**src/rtl/pipe_front_regs_if.sv**
```systemverilog
// pipe_front_regs_if: hazard strobes, fetch/decode inputs and pipeline register outputs of the front-end.
//   master: hazard unit / fetch / decode side (drives strobes, InstrF, CtrlD, operands)
//   slave : pipe_front_regs (drives PCF, IF/ID, ID/EX and counter outputs)
interface pipe_front_regs_if;
  logic        StallF, StallD, FlushD, FlushE, PCSrcE;
  logic [31:0] PCTargetE, InstrF;
  logic [9:0]  CtrlD;
  logic [31:0] RD1D, RD2D, ImmExtD;
  logic [31:0] PCF, InstrD, PCD, PCPlus4D;
  logic [4:0]  Rs1D, Rs2D, RdD;
  logic        ValidD, ValidE;
  logic [9:0]  CtrlE;
  logic [31:0] RD1E, RD2E, ImmExtE, PCE, PCPlus4E;
  logic [4:0]  Rs1E, Rs2E, RdE;
  logic [31:0] StallCnt, FlushCnt;
  modport master (
    output StallF, StallD, FlushD, FlushE, PCSrcE, PCTargetE, InstrF, CtrlD, RD1D, RD2D, ImmExtD,
    input  PCF, InstrD, PCD, PCPlus4D, Rs1D, Rs2D, RdD, ValidD, ValidE, CtrlE,
           RD1E, RD2E, ImmExtE, PCE, PCPlus4E, Rs1E, Rs2E, RdE, StallCnt, FlushCnt
  );
  modport slave (
    input  StallF, StallD, FlushD, FlushE, PCSrcE, PCTargetE, InstrF, CtrlD, RD1D, RD2D, ImmExtD,
    output PCF, InstrD, PCD, PCPlus4D, Rs1D, Rs2D, RdD, ValidD, ValidE, CtrlE,
           RD1E, RD2E, ImmExtE, PCE, PCPlus4E, Rs1E, Rs2E, RdE, StallCnt, FlushCnt
  );
endinterface

```
**src/rtl/pipe_front_regs.sv**
```systemverilog
// pipe_front_regs: PC, IF/ID and ID/EX pipeline registers with stall/flush/redirect control.
//   clk, rst_n (sync, active-low); bus: pipe_front_regs_if.slave carrying hazard strobes,
//   fetch/decode inputs and PCF / IF-ID / ID-EX / counter outputs.
//   Optional macro PIPE_PERF_CNT_EN adds saturating StallCnt/FlushCnt; otherwise both read 0.
module pipe_front_regs #(
  parameter logic [31:0] RESET_PC  = 32'h0000_0000,
  parameter logic [31:0] NOP_INSTR = 32'h0000_0013
) (
  input logic clk,
  input logic rst_n,
  pipe_front_regs_if.slave bus
);
  logic [31:0] pcf_q, pcf_d, pcplus4f;
  logic [31:0] instrd_q, instrd_d, pcd_q, pcd_d, pcplus4d_q, pcplus4d_d;
  logic        validd_q, validd_d, valide_q, valide_d;
  logic [9:0]  ctrle_q, ctrle_d;
  logic [31:0] rd1e_q, rd1e_d, rd2e_q, rd2e_d, immexte_q, immexte_d, pce_q, pce_d, pcplus4e_q, pcplus4e_d;
  logic [4:0]  rs1e_q, rs1e_d, rs2e_q, rs2e_d, rde_q, rde_d;
  always_comb begin
    pcplus4f   = pcf_q + 32'd4;
    pcf_d      = bus.PCSrcE ? bus.PCTargetE : bus.StallF ? pcf_q : pcplus4f;
    instrd_d   = bus.FlushD ? NOP_INSTR : bus.StallD ? instrd_q   : bus.InstrF;
    pcd_d      = bus.FlushD ? '0        : bus.StallD ? pcd_q      : pcf_q;
    pcplus4d_d = bus.FlushD ? '0        : bus.StallD ? pcplus4d_q : pcplus4f;
    validd_d   = bus.FlushD ? 1'b0      : bus.StallD ? validd_q   : 1'b1;
    ctrle_d    = bus.FlushE ? '0 : bus.CtrlD;
    rd1e_d     = bus.FlushE ? '0 : bus.RD1D;
    rd2e_d     = bus.FlushE ? '0 : bus.RD2D;
    immexte_d  = bus.FlushE ? '0 : bus.ImmExtD;
    pce_d      = bus.FlushE ? '0 : pcd_q;
    pcplus4e_d = bus.FlushE ? '0 : pcplus4d_q;
    rs1e_d     = bus.FlushE ? '0 : instrd_q[19:15];
    rs2e_d     = bus.FlushE ? '0 : instrd_q[24:20];
    rde_d      = bus.FlushE ? '0 : instrd_q[11:7];
    valide_d   = !bus.FlushE && validd_q;
  end
  always_ff @(posedge clk) begin
    if (!rst_n) begin
      pcf_q      <= RESET_PC;
      instrd_q   <= NOP_INSTR;
      pcd_q      <= '0;
      pcplus4d_q <= '0;
      validd_q   <= 1'b0;
      valide_q   <= 1'b0;
      ctrle_q    <= '0;
      rd1e_q     <= '0;
      rd2e_q     <= '0;
      immexte_q  <= '0;
      pce_q      <= '0;
      pcplus4e_q <= '0;
      rs1e_q     <= '0;
      rs2e_q     <= '0;
      rde_q      <= '0;
    end else begin
      pcf_q      <= pcf_d;
      instrd_q   <= instrd_d;
      pcd_q      <= pcd_d;
      pcplus4d_q <= pcplus4d_d;
      validd_q   <= validd_d;
      valide_q   <= valide_d;
      ctrle_q    <= ctrle_d;
      rd1e_q     <= rd1e_d;
      rd2e_q     <= rd2e_d;
      immexte_q  <= immexte_d;
      pce_q      <= pce_d;
      pcplus4e_q <= pcplus4e_d;
      rs1e_q     <= rs1e_d;
      rs2e_q     <= rs2e_d;
      rde_q      <= rde_d;
    end
  end
`ifdef PIPE_PERF_CNT_EN
  logic [31:0] stallcnt_q, stallcnt_d, flushcnt_q, flushcnt_d;
  // A stall overridden by a flush is not a stall; a flush counts only when it kills a valid instruction.
  always_comb begin
    stallcnt_d = (bus.StallD && !bus.FlushD && stallcnt_q != '1) ? stallcnt_q + 32'd1 : stallcnt_q;
    flushcnt_d = (bus.FlushE && validd_q && flushcnt_q != '1) ? flushcnt_q + 32'd1 : flushcnt_q;
  end
  always_ff @(posedge clk) begin
    if (!rst_n) begin
      stallcnt_q <= '0;
      flushcnt_q <= '0;
    end else begin
      stallcnt_q <= stallcnt_d;
      flushcnt_q <= flushcnt_d;
    end
  end
  assign bus.StallCnt = stallcnt_q;
  assign bus.FlushCnt = flushcnt_q;
`else
  assign bus.StallCnt = '0;
  assign bus.FlushCnt = '0;
`endif
  assign bus.PCF      = pcf_q;
  assign bus.InstrD   = instrd_q;
  assign bus.PCD      = pcd_q;
  assign bus.PCPlus4D = pcplus4d_q;
  assign bus.Rs1D     = instrd_q[19:15];
  assign bus.Rs2D     = instrd_q[24:20];
  assign bus.RdD      = instrd_q[11:7];
  assign bus.ValidD   = validd_q;
  assign bus.ValidE   = valide_q;
  assign bus.CtrlE    = ctrle_q;
  assign bus.RD1E     = rd1e_q;
  assign bus.RD2E     = rd2e_q;
  assign bus.ImmExtE  = immexte_q;
  assign bus.PCE      = pce_q;
  assign bus.PCPlus4E = pcplus4e_q;
  assign bus.Rs1E     = rs1e_q;
  assign bus.Rs2E     = rs2e_q;
  assign bus.RdE      = rde_q;
endmodule

```
**src/flat_wrapper.sv**
```systemverilog
// flat-port wrapper written by rule: the top's interface ports become plain ports
module pipe_front_regs_flat 
#(
  parameter logic [31:0] RESET_PC  = 32'h0000_0000,
  parameter logic [31:0] NOP_INSTR = 32'h0000_0013
)
  (clk, rst_n, bus_StallF, bus_StallD, bus_FlushD, bus_FlushE, bus_PCSrcE, bus_PCTargetE, bus_InstrF, bus_CtrlD, bus_RD1D, bus_RD2D, bus_ImmExtD, bus_PCF, bus_InstrD, bus_PCD, bus_PCPlus4D, bus_Rs1D, bus_Rs2D, bus_RdD, bus_ValidD, bus_ValidE, bus_CtrlE, bus_RD1E, bus_RD2E, bus_ImmExtE, bus_PCE, bus_PCPlus4E, bus_Rs1E, bus_Rs2E, bus_RdE, bus_StallCnt, bus_FlushCnt);
  pipe_front_regs_if bus_i ();
  input logic clk;
  input logic rst_n;
  input wire logic [$bits(bus_i.StallF)-1:0] bus_StallF;
  input wire logic [$bits(bus_i.StallD)-1:0] bus_StallD;
  input wire logic [$bits(bus_i.FlushD)-1:0] bus_FlushD;
  input wire logic [$bits(bus_i.FlushE)-1:0] bus_FlushE;
  input wire logic [$bits(bus_i.PCSrcE)-1:0] bus_PCSrcE;
  input wire logic [$bits(bus_i.PCTargetE)-1:0] bus_PCTargetE;
  input wire logic [$bits(bus_i.InstrF)-1:0] bus_InstrF;
  input wire logic [$bits(bus_i.CtrlD)-1:0] bus_CtrlD;
  input wire logic [$bits(bus_i.RD1D)-1:0] bus_RD1D;
  input wire logic [$bits(bus_i.RD2D)-1:0] bus_RD2D;
  input wire logic [$bits(bus_i.ImmExtD)-1:0] bus_ImmExtD;
  output wire logic [$bits(bus_i.PCF)-1:0] bus_PCF;
  output wire logic [$bits(bus_i.InstrD)-1:0] bus_InstrD;
  output wire logic [$bits(bus_i.PCD)-1:0] bus_PCD;
  output wire logic [$bits(bus_i.PCPlus4D)-1:0] bus_PCPlus4D;
  output wire logic [$bits(bus_i.Rs1D)-1:0] bus_Rs1D;
  output wire logic [$bits(bus_i.Rs2D)-1:0] bus_Rs2D;
  output wire logic [$bits(bus_i.RdD)-1:0] bus_RdD;
  output wire logic [$bits(bus_i.ValidD)-1:0] bus_ValidD;
  output wire logic [$bits(bus_i.ValidE)-1:0] bus_ValidE;
  output wire logic [$bits(bus_i.CtrlE)-1:0] bus_CtrlE;
  output wire logic [$bits(bus_i.RD1E)-1:0] bus_RD1E;
  output wire logic [$bits(bus_i.RD2E)-1:0] bus_RD2E;
  output wire logic [$bits(bus_i.ImmExtE)-1:0] bus_ImmExtE;
  output wire logic [$bits(bus_i.PCE)-1:0] bus_PCE;
  output wire logic [$bits(bus_i.PCPlus4E)-1:0] bus_PCPlus4E;
  output wire logic [$bits(bus_i.Rs1E)-1:0] bus_Rs1E;
  output wire logic [$bits(bus_i.Rs2E)-1:0] bus_Rs2E;
  output wire logic [$bits(bus_i.RdE)-1:0] bus_RdE;
  output wire logic [$bits(bus_i.StallCnt)-1:0] bus_StallCnt;
  output wire logic [$bits(bus_i.FlushCnt)-1:0] bus_FlushCnt;
  assign bus_i.StallF = bus_StallF;
  assign bus_i.StallD = bus_StallD;
  assign bus_i.FlushD = bus_FlushD;
  assign bus_i.FlushE = bus_FlushE;
  assign bus_i.PCSrcE = bus_PCSrcE;
  assign bus_i.PCTargetE = bus_PCTargetE;
  assign bus_i.InstrF = bus_InstrF;
  assign bus_i.CtrlD = bus_CtrlD;
  assign bus_i.RD1D = bus_RD1D;
  assign bus_i.RD2D = bus_RD2D;
  assign bus_i.ImmExtD = bus_ImmExtD;
  assign bus_PCF = bus_i.PCF;
  assign bus_InstrD = bus_i.InstrD;
  assign bus_PCD = bus_i.PCD;
  assign bus_PCPlus4D = bus_i.PCPlus4D;
  assign bus_Rs1D = bus_i.Rs1D;
  assign bus_Rs2D = bus_i.Rs2D;
  assign bus_RdD = bus_i.RdD;
  assign bus_ValidD = bus_i.ValidD;
  assign bus_ValidE = bus_i.ValidE;
  assign bus_CtrlE = bus_i.CtrlE;
  assign bus_RD1E = bus_i.RD1E;
  assign bus_RD2E = bus_i.RD2E;
  assign bus_ImmExtE = bus_i.ImmExtE;
  assign bus_PCE = bus_i.PCE;
  assign bus_PCPlus4E = bus_i.PCPlus4E;
  assign bus_Rs1E = bus_i.Rs1E;
  assign bus_Rs2E = bus_i.Rs2E;
  assign bus_RdE = bus_i.RdE;
  assign bus_StallCnt = bus_i.StallCnt;
  assign bus_FlushCnt = bus_i.FlushCnt;
  pipe_front_regs #(.RESET_PC(RESET_PC), .NOP_INSTR(NOP_INSTR)) u_core (.clk(clk), .rst_n(rst_n), .bus(bus_i));
endmodule
```
**config.mk**
```make
export PLATFORM = sky130hd
export DESIGN_NAME = pipe_front_regs_flat
export DESIGN_NICKNAME = d
export VERILOG_FILES = /design/src/rtl/pipe_front_regs_if.sv /design/src/rtl/pipe_front_regs.sv /design/src/flat_wrapper.sv
export SDC_FILE = /design/constraint.sdc
export NUM_CORES = 1
export LEC_CHECK = 0
export BUFFER_PORTS_ARGS = -buffer_cell sky130_fd_sc_hd__buf_2
export CORE_AREA = 2 2 220 222
export DETAILED_ROUTE_END_ITERATION = 7
export DIE_AREA = 0 0 222 224
export GPL_TIMING_DRIVEN = 0
export PLACE_DENSITY_LB_ADDON = 0.3
export REMOVE_ABC_BUFFERS = 1
export SYNTH_ARGS = -nofsm -noshare
export SYNTH_HDL_FRONTEND = slang
export SYNTH_SLANG_ARGS = --single-unit
```
**constraint.sdc**
```tcl
create_clock -name clk -period 2.7 [get_ports clk]
set_input_delay 0.27 -clock clk [delete_from_list [all_inputs] [get_ports clk]]
set_output_delay 0.27 -clock clk [all_outputs]
set_load 0.005 [all_outputs]
```
==> results.yml, run 1 <==
cts:
  h-tree-depth: 2
  clkLatencyLatePin_ps: 530
  clk_path_buf_depth: 3
  cts.reportedPaths.clkPinSlew_ps: 60
  numCtsBuffers: 36
  cts_sinks: 311
  cts_tree: "yes"
  cts_root_buffer: "clkbuf_16"
timing:
  finalSetupViolCount: 0
  timing.fmax_ghz: 0.403
  period_minus_slack_ps: 2480
  drv_slew: 0
  layout_setup_ws_ps: 216
  finalSetupTns_ps: 0
  hold_violations: 0
  relSlewSlack_pct: 45.6
  final.setup_skew_ps: 6.38
  finalCritPeriodShare_pct: 92.0
  worst_slew_pin_slew_ps: 815
  rsz0062_at_grt: "false"
job:
  maxCapViolations: 0
grt:
  antenna_found_initial: 0
  grt_max_degree: 60
  overflow: 0
  grt.total_usage_pct: 14.9
  grt_pass1_vias: 9247
  grt_pass1_wl_um: 56500
setup_path:
  critical_path.cell_chain: "nand4_4 > or4_4 > nor4_4 > xnor2_1 > a21oi_1"
  worst_setup_path_start_kind: "flop"
  cpPeakStageDelay_ps: 720
  critPathArrivalTime_ps: 2890
  cpMaxStageDelayCell: "or4_4"
  required_ps: 3110
  critPathKind: "flop to flop"
  path_max_fanout: 11
  cp-end-kind: "flop"
floorplanning:
  rows: 80
  start_util_pct: 23.2
  ios: 571
  fp.dieW_um: 222
  core_sq_um: 47300
  die_area_sq_um: 49700
  die_y_um: 224
logic_synthesis:
  netlist_instances: 1077
  synth_edf_count: 0
  synth_area_sq_um: 11000
  synth_flop_cell: "dfxtp_1"
  ys_seq_area_share_pct: 56.6
  synthArstFlopShare_pct: 0
  yosys.area.top_type_share_pct: 56.6
  synth_top_cell_by_area: "dfxtp_1"
  ys_types: 43
  synth_area_per_cell_sq_um: 10.2
  synth-seq-cells: 311
  yosysWarnings: 0
  synth.area.top_cells: "dfxtp_1 57%, and2_1 11%, mux2i_1 6.3%, buf_4 5.8%, nor2_1 2.9%"
pwr:
  power_mw: 10.5
  p_sw_share_pct: 23.8
  pwr-share-seq_pct: 46.6
  power_frac_comb_pct: 8.7
  switching_power_mw: 2.49
  pwr-share-clk_pct: 44.8
  p_per_area_nw_per_um2: 636
  p_int_mw: 7.98
  peakVddDrop_mv: 0.338
  leakagePower_nw: 7.92
finish:
  n_antenna_cell: 0
  syn_to_final_growth_pct: 49.8
  drive_above_1_share_pct: 34.2
  num-nets-final: 1867
  fill_cells: 4818
  multi_input_comb_area_sq_um: 4120
  ff_latch_area_sq_um: 6230
outcome:
  status: "finished, final reports clean"
min_path:
  hold_path_class: "primary input to flop"
drt:
  postRouteAntennaNets: 0
  dr.pass1.iters: 4
  drt_iter0_markers: 308
  wl_per_cell_um: 16.6
  remaining_drc_errors: 0
  wirelength_um: 38800
  viasPerCell: 4.00
  vias: 9320
placement:
  dp_worst_setup_slack_ps: -131
  dp_hpwl_um: 27300
  io_buffers: 506
  finalWeightedCongestion: 0.757
[area by class of cell]
class	count	area share, %
sequential	311	37.8
timing repair buffer	667	25.6
multi-input combinational	671	25.0
clock buffer	54	6.50
tap	615	4.67
clock inverter	8	0.372
inverter	2	0.0456
[layer usage]
metal	vias to the layer above	GRT usage [%]	part of all wire (%)
li1	4567	-	-
met3	51	4.30	7.4
met2	410	26.5	50
met1	4292	17.4	41
met4	0	4.36	2.2
met5	-	0	0
[power by group through the flow]
stage	registers [mW]	logic (mW)	clock network, mW
after detailed placement	4.98	0.738	0
after floorplan	4.96	0.266	0
after global routing	4.90	1.00	5.04
after CTS	4.88	0.919	4.86
after global placement	4.98	0.722	0
final	4.88	0.909	4.69
[logic make-up after synthesis]
kind of cell | Yosys count | share of synthesized area [%]
AOI/OAI and AO/OA | 107 | 5.04
xor gates and xnor gates | 52 | 4.14
adders and majority gates | 1 | 0.114
buffers and inverters | 158 | 8.42
DFF | 311 | 56.6
muxes | 69 | 6.28
other | 1 | 0.0341
and+or+nand+nor | 378 | 19.4
[stage by stage]
step | utilization [%] | instance area [sq um] | hold WS [ps] | instances
after floorplan | - | 10300 | 385 | 984
after global placement | 28.8 | 13600 | 455 | 2105
after detailed placement | 29.1 | 13800 | 458 | 2111
after CTS | 34.7 | 16400 | 3.48 | 2325
after global routing | 34.8 | 16500 | 25.4 | 2328
final | 34.8 | 16500 | 36.9 | 2328
[repair_timing]
action | 4_1_cts | 5_1_grt
hold buffers | 152 | 0
resized for setup | 3 | 0
endpoints found under the hold margin | 152 | 0
endpoints found under the setup margin | 5 | 6
setup buffers | 0 | 3
[path summary, 6_finish.rpt]
check	slack, ps	to	cells past startpoint	startpoint
hold / removal	40	u_core.bus.PCF[21]$_SDFFE_PN0N_	3	bus_PCTargetE[21]
setup / recovery	220	u_core.bus.PCPlus4D[31]$_SDFFE_PP0N_	5	u_core.bus.PCF[10]$_SDFFE_PN0N_
setup reg to reg	220	u_core.bus.PCPlus4D[31]$_SDFFE_PP0N_	5	u_core.bus.PCF[10]$_SDFFE_PN0N_
hold reg to reg	470	u_core.bus.InstrD[1]$_SDFFE_PP1N_	2	u_core.bus.InstrD[1]$_SDFFE_PP1N_
[sequential cells by signal, summed over array words and instances, names as in the netlist]
register and cells:
u_core.bus.ImmExtE 32, u_core.bus.InstrD 32, u_core.bus.PCF 32, u_core.bus.PCPlus4D 32, u_core.bus.PCPlus4E 32, u_core.bus.RD1E 32, u_core.bus.RD2E 32, u_core.bus.PCD 30
u_core.bus.PCE 30, u_core.bus.CtrlE 10, u_core.bus.RdE 5, u_core.bus.Rs1E 5, u_core.bus.Rs2E 5, u_core.bus.ValidD 1, u_core.bus.ValidE 1
[synthesized netlist by cell type, types with 2 or more instances]
| library cell | count |
|---|---|
| a21oi_1 | 47 |
| a31oi_1 | 3 |
| and2_1 | 192 |
| and4_1 | 3 |
| buf_2 | 4 |
| buf_4 | 85 |
| clkbuf_1 | 64 |
| dfxtp_1 | 311 |
| inv_1 | 2 |
| mux2i_1 | 69 |
| nand2_1 | 28 |
| nand2b_1 | 2 |
| nand3_1 | 26 |
| nand4_1 | 10 |
| nor2_1 | 84 |
| nor2b_1 | 5 |
| nor3_1 | 10 |
| nor4_2 | 4 |
| o21ai_0 | 51 |
| o31ai_1 | 2 |
| or2_2 | 2 |
| or3_1 | 2 |
| xnor2_1 | 25 |
| xor2_1 | 27 |
[layout by cell type, fill, tap and decap left out, drive strengths merged]
cell	instances
nor2b	5
a211oi	1
or4	2
inv	4
clkbuf	54
xor2	27
nand2	28
o21a	1
and3b	1
buf	515
and3	1
nor4	5
clkinv	5
nor3	11
xnor2	25
ha	1
or3	2
and4	3
o211a	1
o31ai	2
nor3b	1
a21oi	47
dlygate4sd3	152
nor4bb	1
nand3	26
nand4	11
dfxtp	311
nor4b	1
conb	64
clkinvlp	1
mux2i	69
nor2	84
a31oi	3
nand2b	2
and2	192
or2	2
o21ai	52
[critical path, delay by kind of cell, from the launching register on]
family | cells | cell delay [ps]
flip-flops | 1 | 690
AND/OR/NAND/NOR | 3 | 1370
AO/OA/AOI/OAI | 1 | 100
XOR/XNOR | 1 | 190
Note: power is estimated with default switching activity, not from simulation.
==> run 2, diff against run 1 <==
--- a/config.mk
+++ b/config.mk
@@ -6,9 +6,10 @@
 export NUM_CORES = 1
 export LEC_CHECK = 0
 export BUFFER_PORTS_ARGS = -buffer_cell sky130_fd_sc_hd__buf_2
-export CORE_AREA = 2 2 220 222
+export CORE_AREA = 2 2 224 226
+export CTS_CLUSTER_SIZE = 25
 export DETAILED_ROUTE_END_ITERATION = 7
-export DIE_AREA = 0 0 222 224
+export DIE_AREA = 0 0 226 228
 export GPL_TIMING_DRIVEN = 0
 export PLACE_DENSITY_LB_ADDON = 0.3
 export REMOVE_ABC_BUFFERS = 1
==> constraint.sdc (replaced) <==
create_clock -name clk -period 2.1 [get_ports clk]
set_input_delay 0.21 -clock clk [delete_from_list [all_inputs] [get_ports clk]]
set_output_delay 0.21 -clock clk [all_outputs]
set_load 0.005 [all_outputs]
==> run 2 against run 1 <==
Cell count is 3.8% higher. Critical path type unchanged. Sequential power grew 29%. Largest cell class unchanged. Critical endpoint is now u_core.bus.PCF[23]$_SDFFE_PN0N_. Highest routed layer unchanged. Die area rose by 3.6%. Non-clock buffer count grew 20. Clock-buffer cell count fell by 4. Clock power up 42%.
==> results.yml, run 2 (synthesized netlist as in run 1, its figures left out) <==
setup_path:
  cp-end-kind: "flop"
  critPathArrivalTime_ps: 2410
  reg2reg_from: "u_core.bus.PCF[14]$_SDFFE_PN0N_"
  worst_setup_path_start_kind: "flop"
  path_max_fanout: 10
  rrSetupSlack_ps: 110
  reg2regPathDepth: 5
  crit-reg2reg-capture: "u_core.bus.PCF[23]$_SDFFE_PN0N_"
  startpoint: "u_core.bus.PCF[14]$_SDFFE_PN0N_"
  critPathKind: "flop to flop"
  required_ps: 2520
drt:
  remaining_drc_errors: 0
  postRouteAntennaNets: 0
  wirelength_um: 39200
  drt_iter0_markers: 289
  vias: 9483
  viasPerCell: 3.93
  wl_per_cell_um: 16.2
  dr.pass1.iters: 4
floorplanning:
  fp.dieW_um: 226
  die_y_um: 228
  start_util_pct: 22.3
  die_area_sq_um: 51500
  ios: 571
  rows: 82
  core_sq_um: 49300
timing:
  final.setup_skew_ps: 11.0
  hold_ws_ps: 21.2
  layout_setup_ws_ps: 107
  timing.fmax_ghz: 0.502
  drv_slew: 0
  worst_slew_pin_slew_ps: 783
  finalSetupViolCount: 0
  finalCritPeriodShare_pct: 94.9
  rsz0062_at_grt: "false"
  period_minus_slack_ps: 1990
  relSlewSlack_pct: 47.8
  hold_violations: 0
grt:
  grt_pass1_wl_um: 57000
  overflow: 0
  grt.total_usage_pct: 14.6
  grt_pass1_vias: 9557
  grt_max_degree: 60
  antenna_found_initial: 4
finish:
  syn_to_final_growth_pct: 54.8
  final_cell_mix: "505 x buf_2, 296 x dfxtp_1, 192 x and2_1, 169 x dlygate4sd3_1, 82 x nor2_1"
  drive_above_1_share_pct: 35.7
  num-nets-final: 1888
  layout_commonest_cell: "buf_2"
  fin_cells: 2416
  fill_cells: 5021
cts:
  cts.reportedPaths.clkPinSlew_ps: 60
  cts_sinks: 311
  clkLatencyLatePin_ps: 540
  clk_path_buf_depth: 3
  cts_root_buffer: "clkbuf_16"
  cts_tree: "yes"
  numCtsBuffers: 37
  h-tree-depth: 2
min_path:
  hold_end: "u_core.bus.PCF[7]$_SDFFE_PN0N_"
  hold_path_depth: 4
  hp-start: "bus_PCTargetE[7]"
  hold_path_class: "primary input to flop"
outcome:
  status: "finished, final reports clean"
placement:
  dp_worst_setup_slack_ps: -729
  finalWeightedCongestion: 0.745
  io_buffers: 506
  placedCellCount: 2169
  dp_hpwl_um: 27000
pwr:
  peakVddDrop_mv: 0.476
  leakagePower_nw: 8.12
  p_per_area_nw_per_um2: 831
job:
  maxCapViolations: 0
[run 2: cell types whose count changed in the layout (fill, tap and decap cells not counted), sizes merged]
cell         change
bufinv           +4
clkinv           +4
buf              +3
dlygate4sd3     +17
clkbuf           -4
diode            +5
clkinvlp         +2
[run 2: final cells by class]
class	count	area [sq um]	share of cell area, %
Clock buffer	50	1060	6.21
Inverter	2	7.51	0.0441
Timing Repair Buffer	687	4450	26.1
Sequential cell	311	6250	36.7
Clock inverter	18	215	1.26
Antenna cell	5	12.5	0.0735
Tap cell	672	841	4.94
Multi-Input combinational cell	671	4190	24.6
[run 2: worst max-delay path, cell delays in order (launching register included)]
cell     delay (ps)
dfxtp_2         460
nand3_4         180
or4_4           670
nor4_2          320
xnor2_1         160
a21oi_1          80
[run 2: how the worst max path moves through the flow]
stage	end	slack, ps	cells past startpoint
6_report	u_core.bus.PCF[23]$_SDFFE_PN0N_	110	5
3_5_place_dp	u_core.bus.PCF[12]$_SDFFE_PN0N_	-730	6
4_1_cts	u_core.bus.PCF[24]$_SDFFE_PN0N_	1	7
2_1_floorplan	u_core.bus.CtrlE[0]$_SDFF_PP0_	-2320	2
5_1_grt	u_core.bus.PCF[28]$_SDFFE_PN0N_	4	6
3_3_place_gp	u_core.bus.ImmExtE[31]$_SDFF_PP0_	-7210	3
[run 2: through the flow]
| stage | util (%) | TNS, ps | instance area (sq um) | total power, mW |
|---|---|---|---|---|
| floorplan | - | -427550 | 10300 | 6.71 |
| global placement | 27.7 | -1466300 | 13700 | 7.33 |
| detailed placement | 28.1 | -12880 | 13900 | 7.36 |
| CTS | 34.3 | 0 | 17000 | 14.4 |
| global route | 34.5 | 0 | 17000 | 14.8 |
| finish | 34.5 | 0 | 17000 | 14.1 |
[run 2: layer usage]
layer  vias up  GRT usage (%)  wire length [um]
met5         -              0                 0
met4         0           5.19              1270
met3        59           4.21              3150
met2       412           25.5             18800
met1      4394           16.8             16000
li1       4618              -                 -
[run 2: report_power, final]
part | internal, mW | leakage, nW | switching (mW) | total [mW]
registers | 6.10 | 2.54 | 0.188 | 6.28
logic | 0.669 | 4.95 | 0.541 | 1.21
clock network | 4.06 | 0.621 | 2.60 | 6.65
[run 2: timing repair]
action / 4_1_cts / 5_1_grt
pin swaps: 3 / 2
buffers inserted: 3 / 1
hold endpoints to repair: 169 / 0
setup endpoints to repair: 37 / 14
hold buffers: 169 / 0
gates resized for setup: 29 / 7
==> run 3, diff against run 2 <==
--- a/config.mk
+++ b/config.mk
@@ -13,6 +13,7 @@
 export GPL_TIMING_DRIVEN = 0
 export PLACE_DENSITY_LB_ADDON = 0.3
 export REMOVE_ABC_BUFFERS = 1
+export SETUP_SLACK_MARGIN = 0.4
 export SYNTH_ARGS = -nofsm -noshare
 export SYNTH_HDL_FRONTEND = slang
 export SYNTH_SLANG_ARGS = --single-unit
==> run 3 against run 2 <==
First-iteration DRC count up 22%. Clock-buffer cell count unchanged. Critical path depth up 1. Worst setup slack better by 130 ps. Sequential share of layout area down 0.86 points. Highest routed layer unchanged. Final area up 3.1%. Worst hold slack worse by 0.76 ps. Cell count up 1.4%. Combinational power up 7%. Via count up 1.8%. Utilization up 1.1 points.
==> results.yml, run 3 (synthesized netlist as in run 1, its figures left out) <==
outcome:
  status: "finished, final reports clean"
drt:
  drt_iter0_markers: 352
  wl_per_cell_um: 16.6
  wirelength_um: 40600
  viasPerCell: 3.94
  vias: 9658
  remaining_drc_errors: 0
  dr.pass1.iters: 4
  postRouteAntennaNets: 0
cts:
  cts_sinks: 311
  clkLatencyLatePin_ps: 540
  cts.reportedPaths.clkPinSlew_ps: 60
  clk_path_buf_depth: 3
  cts_tree: "yes"
  h-tree-depth: 2
  numCtsBuffers: 37
  cts_root_buffer: "clkbuf_16"
finish:
  layout_commonest_cell: "buf_2"
  fill_cells: 4986
  drive_above_1_share_pct: 38.7
  syn_to_final_growth_pct: 59.6
  num-nets-final: 1923
  fin_cells: 2450
  final_cell_mix: "504 x buf_2, 285 x dfxtp_1, 191 x and2_1, 169 x dlygate4sd3_1, 80 x nor2_1"
  final_util_pct: 35.6
timing:
  hold_ws_ps: 20.5
  worst_slew_pin_slew_ps: 772
  drv_slew: 0
  finalCritPeriodShare_pct: 88.8
  timing.fmax_ghz: 0.536
  relSlewSlack_pct: 48.4
  period_minus_slack_ps: 1860
  hold_violations: 0
  finalSetupViolCount: 0
  rsz0062_at_grt: "true"
  final.setup_skew_ps: 11.8
floorplanning:
  ios: 571
  fp.dieW_um: 226
  die_y_um: 228
  start_util_pct: 22.3
  core_sq_um: 49300
  rows: 82
  die_area_sq_um: 51500
grt:
  grt_pass1_wl_um: 58900
  grt_pass1_vias: 9751
  grt_max_degree: 60
  overflow: 0
  grt.total_usage_pct: 15.1
  antenna_found_initial: 4
setup_path:
  reg2reg_from: "u_core.bus.PCF[13]$_SDFFE_PN0N_"
  worst_setup_path_start_kind: "flop"
  cpMaxStageDelayCell: "or4_4"
  cpPeakStageDelay_ps: 500
  cp-end-kind: "flop"
  rrSetupSlack_ps: 240
  critPathArrivalTime_ps: 2280
  critPathKind: "flop to flop"
  reg2regPathDepth: 6
  path_max_fanout: 6
  required_ps: 2520
  critical_path.cell_chain: "nand4_4 > buf_6 > or4_4 > nor3_4 > xnor2_1 > a21oi_1"
  crit-reg2reg-capture: "u_core.bus.PCPlus4D[23]$_SDFFE_PP0N_"
pwr:
  peakVddDrop_mv: 0.478
  leakagePower_nw: 8.42
  p_per_area_nw_per_um2: 809
  power_mw: 14.2
min_path:
  hold_end: "u_core.bus.PCF[7]$_SDFFE_PN0N_"
  hp-start: "bus_PCTargetE[7]"
  hold_path_depth: 4
  hold_path_class: "primary input to flop"
placement:
  finalWeightedCongestion: 0.745
  placedCellCount: 2169
  dp_hpwl_um: 27000
  io_buffers: 506
job:
  maxCapViolations: 0
## run 3: cell types whose count changed in the layout (fill, tap and decap cells not counted), moves of 4 or more
cell / delta
buf_4: +25
buf_6: +7
dfxtp_1: -11
dfxtp_4: +12
nand3_1: -4
nor3_1: -5
## run 3: worst max path at each step
stage | startpoint | to | slack, ps | depth (start not counted)
floorplan | bus_FlushE | u_core.bus.CtrlE[0]$_SDFF_PP0_ | -2320 | 2
global placement | rst_n | u_core.bus.ImmExtE[31]$_SDFF_PP0_ | -7210 | 3
detailed placement | u_core.bus.PCF[2]$_SDFFE_PN0N_ | u_core.bus.PCF[12]$_SDFFE_PN0N_ | -730 | 6
CTS | u_core.bus.PCF[13]$_SDFFE_PN0N_ | u_core.bus.PCF[21]$_SDFFE_PN0N_ | 250 | 5
global route | u_core.bus.PCF[13]$_SDFFE_PN0N_ | u_core.bus.PCF[28]$_SDFFE_PN0N_ | 140 | 6
finish | u_core.bus.PCF[13]$_SDFFE_PN0N_ | u_core.bus.PCPlus4D[23]$_SDFFE_PP0N_ | 240 | 6
## run 3: final cells by class
type                            instances  area (sq um)  area share (%)
Multi-Input combinational cell        672          4370            24.9
Antenna cell                            4          10.0          0.0570
Tap cell                              672           841            4.79
Sequential cell                       311          6300            35.9
Clock buffer                           50          1060            6.02
Timing Repair Buffer                  721          4750            27.1
Inverter                                2          11.3          0.0642
Clock inverter                         18           215            1.23
## run 3: report_power, final
group / switching (mW) / total (mW) / internal, mW
Sequential: 0.159 / 6.25 / 6.09
Clock: 2.60 / 6.65 / 4.06
Combinational: 0.596 / 1.30 / 0.702
Total: 3.35 / 14.2 / 10.9
## run 3: repair_timing
item                                   in CTS  in global routing
hold buffers                              169                  0
setup endpoints to repair                  52                 40
gates cloned                                1                  0
endpoints found under the hold margin     169                  0
buffers inserted                           33                  5
pin swaps                                  26                 16
resized for setup                          79                 26
## run 3: per-stage QoR
step	setup TNS [ps]	worst slack [ps]	area [sq um]
after floorplan	-427550	-2320	10300
after global placement	-1466300	-7210	13700
after detailed placement	-12880	-729	13900
after CTS	0	254	17400
after global routing	0	145	17600
final	0	236	17600
## run 3: layer usage
layer / share of wire, % / track usage [%] / vias up
met1: 40 / 17.5 / 4491
met3: 7.9 / 4.21 / 59
met2: 49 / 26.6 / 416
met5: 0 / 0 / -
met4: 3.1 / 5.15 / 0
li1: - / - / 4692
## run 3: worst max-delay path, delay by kind of cell, from the launching register on
family / cells / cell delay (ps)
AOI/OAI and AO/OA: 1 / 90
and+or+nand+nor: 3 / 910
xor gates and xnor gates: 1 / 170
buffers and inverters: 1 / 200
DFF: 1 / 360
